--- config.mk ---
export PLATFORM = sky130hd
export DESIGN_NAME = onehot_seq_encoder_flat
export DESIGN_NICKNAME = d
export VERILOG_FILES = /design/src/rtl/onehot_seq_encoder_if.sv /design/src/rtl/onehot_seq_encoder.sv /design/src/flat_wrapper.sv
export SDC_FILE = /design/constraint.sdc
export NUM_CORES = 1
export LEC_CHECK = 0
export BUFFER_PORTS_ARGS = -buffer_cell sky130_fd_sc_hd__buf_2
export CORE_ASPECT_RATIO = 0.8
export CORE_MARGIN = 2
export CORE_UTILIZATION = 25
export CTS_BUF_LIST = sky130_fd_sc_hd__clkbuf_8
export DETAILED_ROUTE_END_ITERATION = 8
export MAX_ROUTING_LAYER = met4
export PLACE_DENSITY = 0.51
export SYNTH_ARGS = -nofsm -noshare
export SYNTH_HDL_FRONTEND = slang
export SYNTH_SLANG_ARGS = --single-unit
--- constraint.sdc ---
create_clock -name clk -period 3.7 [get_ports clk]
set_input_delay 0.37 -clock clk [delete_from_list [all_inputs] [get_ports clk]]
set_output_delay 0.37 -clock clk [all_outputs]
set_load 0.01 [all_outputs]
--- src/rtl/onehot_seq_encoder_if.sv ---
// Handshake bundle between a one-hot state sequencer and its encoder/monitor.
// master: drives onehot_in/clr_err, reads status. slave: the encoder side.
interface onehot_seq_encoder_if #(
  parameter int W_DWELL = 32
);
  logic [3:0]         onehot_in;
  logic               clr_err;
  logic [1:0]         code;
  logic               valid;
  logic               step;
  logic [W_DWELL-1:0] dwell;
  logic               err_illegal;
  logic               err_seq;
  logic               stall;

  modport master (
    output onehot_in,
    output clr_err,
    input  code,
    input  valid,
    input  step,
    input  dwell,
    input  err_illegal,
    input  err_seq,
    input  stall
  );

  modport slave (
    input  onehot_in,
    input  clr_err,
    output code,
    output valid,
    output step,
    output dwell,
    output err_illegal,
    output err_seq,
    output stall
  );
endinterface

--- src/rtl/onehot_seq_encoder.sv ---
// Encodes a 4-bit one-hot state bus to a 2-bit code, checks legality and
// 0->1->2->3->0 ordering, and measures dwell time per state.
// Ports: clk, rst (async, active-high), bus (slave modport):
//   onehot_in, clr_err in; code, valid, step, dwell, err_illegal,
//   err_seq, stall out.
module onehot_seq_encoder #(
  parameter int          W_DWELL     = 32,
  parameter int unsigned STALL_LIMIT = 100000000
) (
  input  logic                 clk,
  input  logic                 rst,
  onehot_seq_encoder_if.slave  bus
);

  typedef enum logic {
    NOREF = 1'b0,
    TRACK = 1'b1
  } state_t;

  localparam logic [W_DWELL-1:0] DWELL_MAX = {W_DWELL{1'b1}};
  localparam logic [63:0]        LIMIT     = 64'(STALL_LIMIT);

  state_t             state;
  logic [3:0]         in_q;
  logic [1:0]         code_q;
  logic               valid_q;
  logic               step_q;
  logic [W_DWELL-1:0] dwell_q;
  logic               err_ill_q;
  logic               err_seq_q;

  logic               legal;
  logic [1:0]         idx;
  logic [1:0]         next_code;

  always_comb begin
    legal = 1'b1;
    idx   = 2'd0;
    case (in_q)
      4'b0001: idx = 2'd0;
      4'b0010: idx = 2'd1;
      4'b0100: idx = 2'd2;
      4'b1000: idx = 2'd3;
      default: legal = 1'b0;
    endcase
  end

  // 2-bit add wraps 3 -> 0, so the wrap is an in-order step.
  assign next_code = code_q + 2'd1;

  always_ff @(posedge clk or posedge rst) begin
    if (rst) begin
      in_q      <= 4'b0000;
      state     <= NOREF;
      code_q    <= 2'd0;
      valid_q   <= 1'b0;
      step_q    <= 1'b0;
      dwell_q   <= '0;
      err_ill_q <= 1'b0;
      err_seq_q <= 1'b0;
    end else begin
      in_q   <= bus.onehot_in;
      step_q <= 1'b0;

      // Clear first so an error event below at the same edge wins.
      if (bus.clr_err) begin
        err_ill_q <= 1'b0;
        err_seq_q <= 1'b0;
      end

      if (!legal) begin
        // Glitch: hold code/dwell/state so the next legal
        // sample is still checked against the old reference.
        valid_q   <= 1'b0;
        err_ill_q <= 1'b1;
      end else begin
        valid_q <= 1'b1;
        unique case (state)
          NOREF: begin
            code_q  <= idx;
            dwell_q <= '0;
            state   <= TRACK;
          end
          TRACK: begin
            if (idx == code_q) begin
              if (dwell_q != DWELL_MAX)
                dwell_q <= dwell_q + W_DWELL'(1);
            end else begin
              code_q  <= idx;
              dwell_q <= '0;
              if (idx == next_code)
                step_q <= 1'b1;
              else
                err_seq_q <= 1'b1;
            end
          end
          default: state <= NOREF;
        endcase
      end
    end
  end

  assign bus.code        = code_q;
  assign bus.valid       = valid_q;
  assign bus.step        = step_q;
  assign bus.dwell       = dwell_q;
  assign bus.err_illegal = err_ill_q;
  assign bus.err_seq     = err_seq_q;
  assign bus.stall       = (64'(dwell_q) >= LIMIT);

endmodule

--- src/flat_wrapper.sv ---
// flat-port wrapper written by rule: the top's interface ports become plain ports
module onehot_seq_encoder_flat 
#(
  parameter int          W_DWELL     = 32,
  parameter int unsigned STALL_LIMIT = 100000000
)
  (clk, rst, bus_onehot_in, bus_clr_err, bus_code, bus_valid, bus_step, bus_dwell, bus_err_illegal, bus_err_seq, bus_stall);
  onehot_seq_encoder_if #(.W_DWELL(W_DWELL)) bus_i ();
  input  logic clk;
  input  logic rst;
  input wire logic [$bits(bus_i.onehot_in)-1:0] bus_onehot_in;
  input wire logic [$bits(bus_i.clr_err)-1:0] bus_clr_err;
  output wire logic [$bits(bus_i.code)-1:0] bus_code;
  output wire logic [$bits(bus_i.valid)-1:0] bus_valid;
  output wire logic [$bits(bus_i.step)-1:0] bus_step;
  output wire logic [$bits(bus_i.dwell)-1:0] bus_dwell;
  output wire logic [$bits(bus_i.err_illegal)-1:0] bus_err_illegal;
  output wire logic [$bits(bus_i.err_seq)-1:0] bus_err_seq;
  output wire logic [$bits(bus_i.stall)-1:0] bus_stall;
  assign bus_i.onehot_in = bus_onehot_in;
  assign bus_i.clr_err = bus_clr_err;
  assign bus_code = bus_i.code;
  assign bus_valid = bus_i.valid;
  assign bus_step = bus_i.step;
  assign bus_dwell = bus_i.dwell;
  assign bus_err_illegal = bus_i.err_illegal;
  assign bus_err_seq = bus_i.err_seq;
  assign bus_stall = bus_i.stall;
  onehot_seq_encoder #(.W_DWELL(W_DWELL), .STALL_LIMIT(STALL_LIMIT)) u_core (.clk(clk), .rst(rst), .bus(bus_i));
endmodule
==> results.sh <==
export IMPL_period_minus_slack_ns=2.596
export IMPL_rr_startpoint="u_core.bus.dwell[0]"
export IMPL_numPlacedInstances=459
export IMPL_initial_utilization_pct=25.41
export IMPL_grt_pass1_wl_um=11550
export IMPL_synth_compound_area_share_pct=15.61
export IMPL_max_freq_mhz=385.3
export IMPL_startpoint="u_core.bus.dwell[0]"
export IMPL_portBuffers=45
export IMPL_die_w_um=117.6
export IMPL_synth_top_area_cell="dfrtp_1"
export IMPL_syn_to_final_growth_pct=17.60
export IMPL_synth_cell_types=62
export IMPL_setup_tns_final_ns=0
export IMPL_post_dp_hpwl_um=5022
export IMPL_ys_seq_elements=43
export IMPL_die_h_um=94.89
export IMPL_dr_pass1_iters=4
export IMPL_rrSetupSlack_ns=1.10
export IMPL_cts_hold_fix_buffers=0
export IMPL_cp_start_kind="flip-flop"
export IMPL_dieArea_mm2=0.01116
export IMPL_cts_resized=0
export IMPL_synth_top_area_share_pct=41.69
export IMPL_synth_simple_area_share_pct=30.05
export IMPL_cap_violations=0
export IMPL_wire_per_inst_um=14.66
export IMPL_final_max_slew_viol_count=0
export IMPL_dr_total_vias=2288
export IMPL_drcViolationCount=0
export IMPL_overflow=0
export IMPL_synthAdderAreaFrac_pct=0.9695
export IMPL_peakVddDrop_uv=125.6
export IMPL_antenna_found_initial=0
export IMPL_synth_avg_cell_area_um2=9.153
export IMPL_grt_usage_pct=13.27
export IMPL_synth_top_family_by_area="simple AND/OR/NAND/NOR gates"
export IMPL_crit_required_ns=3.92
export IMPL_cts_made_buffers=5
export IMPL_reg2reg_depth=7
export IMPL_row_count=33
export IMPL_synth_edf_count=0
export IMPL_hold_start="bus_onehot_in[2]"
export IMPL_finalSetupViolations=0
export IMPL_post_cts_buffers=0
export IMPL_yosys_warnings=0
export IMPL_viasPerCell=4.899
export IMPL_worst_hold_slack_ns=0.1757
export IMPL_synth_mux_area_share_pct=1.600
export IMPL_rr_endpoint="u_core.bus.dwell[27]"
export IMPL_worstSetupEndpoint="u_core.bus.dwell[27]"
export IMPL_path_class="reg -> reg"
export IMPL_p_leak_uw=0.001343
export IMPL_crit_arrival_ns=2.82
export IMPL_finalHoldViolations=0
export IMPL_rsz0062_at_grt="no"
export IMPL_antennaDiodeCount=0
export IMPL_antenna_left=0
export IMPL_pre_cts_ws_ns=1.124
export IMPL_synth_xor_area_share_pct=6.786
export IMPL_slew_headroom_pct=37.48
export IMPL_yosysSeqAreaShare_pct=41.69
export IMPL_netlist_top_cells_area="dfrtp_1 (42%), nor2_1 (5.1%), xor2_1 (5.1%)"
export IMPL_h_tree_depth=2
export IMPL_fin_crit_sh_pct=70.15
export IMPL_coreArea_mm2=0.01016
export IMPL_fin_cells=467
export IMPL_setup_ws_ns=1.104
export IMPL_skew_ns=0.01047
export IMPL_routed_wl_um=6848
export IMPL_p_per_area_mw_per_mm2=295.2
export IMPL_cts_buffer_depth=2
export IMPL_crit_fanout=9
export IMPL_synth_flop_cell="dfrtp_1"
export IMPL_grt_pass1_vias=2199
export IMPL_nets=335
export IMPL_endpoint_kind="flip-flop"
export IMPL_worst_pin_slew_ns=0.9365
export IMPL_synthArstFlopShare_pct=100.0
export IMPL_pin_count=46
export IMPL_cts_tree="done"
export IMPL_min_path_type="in -> reg"
export IMPL_drive_gt1_share_pct=23.55
export IMPL_routabilityCongestion=0.7694
export IMPL_status="finished clean"
export IMPL_cts_root_buffer="clkbuf_8"
export IMPL_syn_area_mm2=0.002581
export IMPL_clkLatencyLatePin_ns=0.29
export IMPL_drt_initial_drc_count=144
export IMPL_syn_nets=291
export IMPL_cts_sinks=43
export IMPL_syn_instance_count=282
export IMPL_clk_pin_slew_ns=0.09
export IMPL_grt_start_max_net_pins=44
==> cell usage in the layout (no fill, tap or decap), types with 2 or more instances in the layout <==
cell / synthesis / routed
xnor2_1: 5 / 5
nand3_1: 20 / 20
or3_1: 3 / 3
a211oi_2: 1 / 2
nor2_1: 35 / 35
ha_1: 2 / 2
and2_1: 4 / 4
nand2b_1: 3 / 3
nor4_1: 3 / 3
nand4_1: 8 / 8
xor2_1: 15 / 15
nand2_1: 23 / 23
mux2i_1: 3 / 3
o21ai_0: 18 / 18
or2_2: 4 / 4
nor4bb_1: 2 / 2
inv_1: 11 / 12
clkbuf_8: 0 / 5
nor3_1: 2 / 2
a31oi_1: 3 / 3
inv_2: 1 / 2
nor2b_1: 3 / 3
nand3b_1: 2 / 2
dfrtp_1: 43 / 43
o31ai_1: 2 / 2
a21oi_1: 15 / 15
nor3b_1: 3 / 3
nor4_4: 2 / 2
and3_1: 4 / 4
buf_2: 5 / 45
==> cells by family (layout without fill, tap and decap cells) <==
logic type | Yosys count | after routing
AOI/OAI and AO/OA | 57 | 57
muxes | 4 | 4
xor gates and xnor gates | 20 | 20
DFF | 43 | 43
buffers and inverters | 21 | 66
and+or+nand+nor | 135 | 135
adders and majority gates | 2 | 2
==> per-stage QoR <==
step	instance area [um^2]	util [%]	power, uW
finish	3035	29.88	896.2
global route	3035	29.88	940.9
CTS	3035	29.88	907.1
detailed placement	2954	29.08	615.4
global placement	2954	29.08	613.3
floorplan	2581	-	580.1
==> synth_stat cells, drive strengths merged (2+ instances only) <==
cell,n
nor4bb,2
nor2b,3
and3,5
o21ai,18
ha,2
a31oi,4
or3,3
and4,2
nand3b,2
xnor2,5
o31ai,2
and2,4
nor3,2
or4b,2
a211oi,3
mux2i,3
nor2,36
dfrtp,43
nand3,21
or2,4
clkbuf,4
inv,12
nand2b,3
nand4,9
o311ai,2
xor2,15
buf,5
a21oi,16
nand2,23
nor3b,3
nor4,6
==> layout make-up <==
cell class              instances  area [um^2]
fillers                      1138         7122
flip-flops and latches         43         1076
well taps                     140        175.2
inverters                      12        45.04
clock inverters                 3        12.51
multi-input cells             218         1425
repair buffers                 46        232.7
clock buffers                   5        68.82
==> worst max-delay path, stage by stage, from the launching register on <==
cell and delay (ns):
dfrtp_1 0.45, ha_1 0.24, nand3_1 0.16, nor4_4 0.60
nand3_2 0.30, a211oi_2 0.47, o21ai_0 0.16, a21oi_1 0.14
==> where the power goes <==
group | internal [uW] | switching (uW)
sequential | 481 | 21.1
clock | 127 | 165
combinational | 36.6 | 65.3
==> sequential cells by signal (all words and copies together), names as in the netlist <==
name,count
u_core.in_q,4
u_core.bus.err_seq,1
u_core.bus.code,2
u_core.bus.err_illegal,1
u_core.bus.valid,1
u_core.bus.step,1
u_core.bus.dwell,32
u_core.state,1
==> routing by layer <==
metal | up-vias | GRT usage (%) | share of wire, %
met5 | - | - | 0
met4 | 0 | 2.309 | 0.55
met3 | 7 | 2.657 | 4.4
met2 | 62 | 17.97 | 41
met1 | 1117 | 20.23 | 54
li1 | 1102 | - | -
==> how the worst min path moves through the flow <==
| stage | endpoint | slack, ns | depth (start not counted) |
|---|---|---|---|
| finish | u_core.in_q[2] | 0.18 | 1 |
| global route | u_core.in_q[2] | 0.17 | 1 |
| CTS | u_core.in_q[2] | 0.17 | 1 |
| detailed placement | u_core.in_q[2] | 0.48 | 1 |
| global placement | u_core.in_q[1] | 0.48 | 1 |
| floorplan | u_core.in_q[0] | 0.40 | 0 |
(Power assumes the default switching activity.)
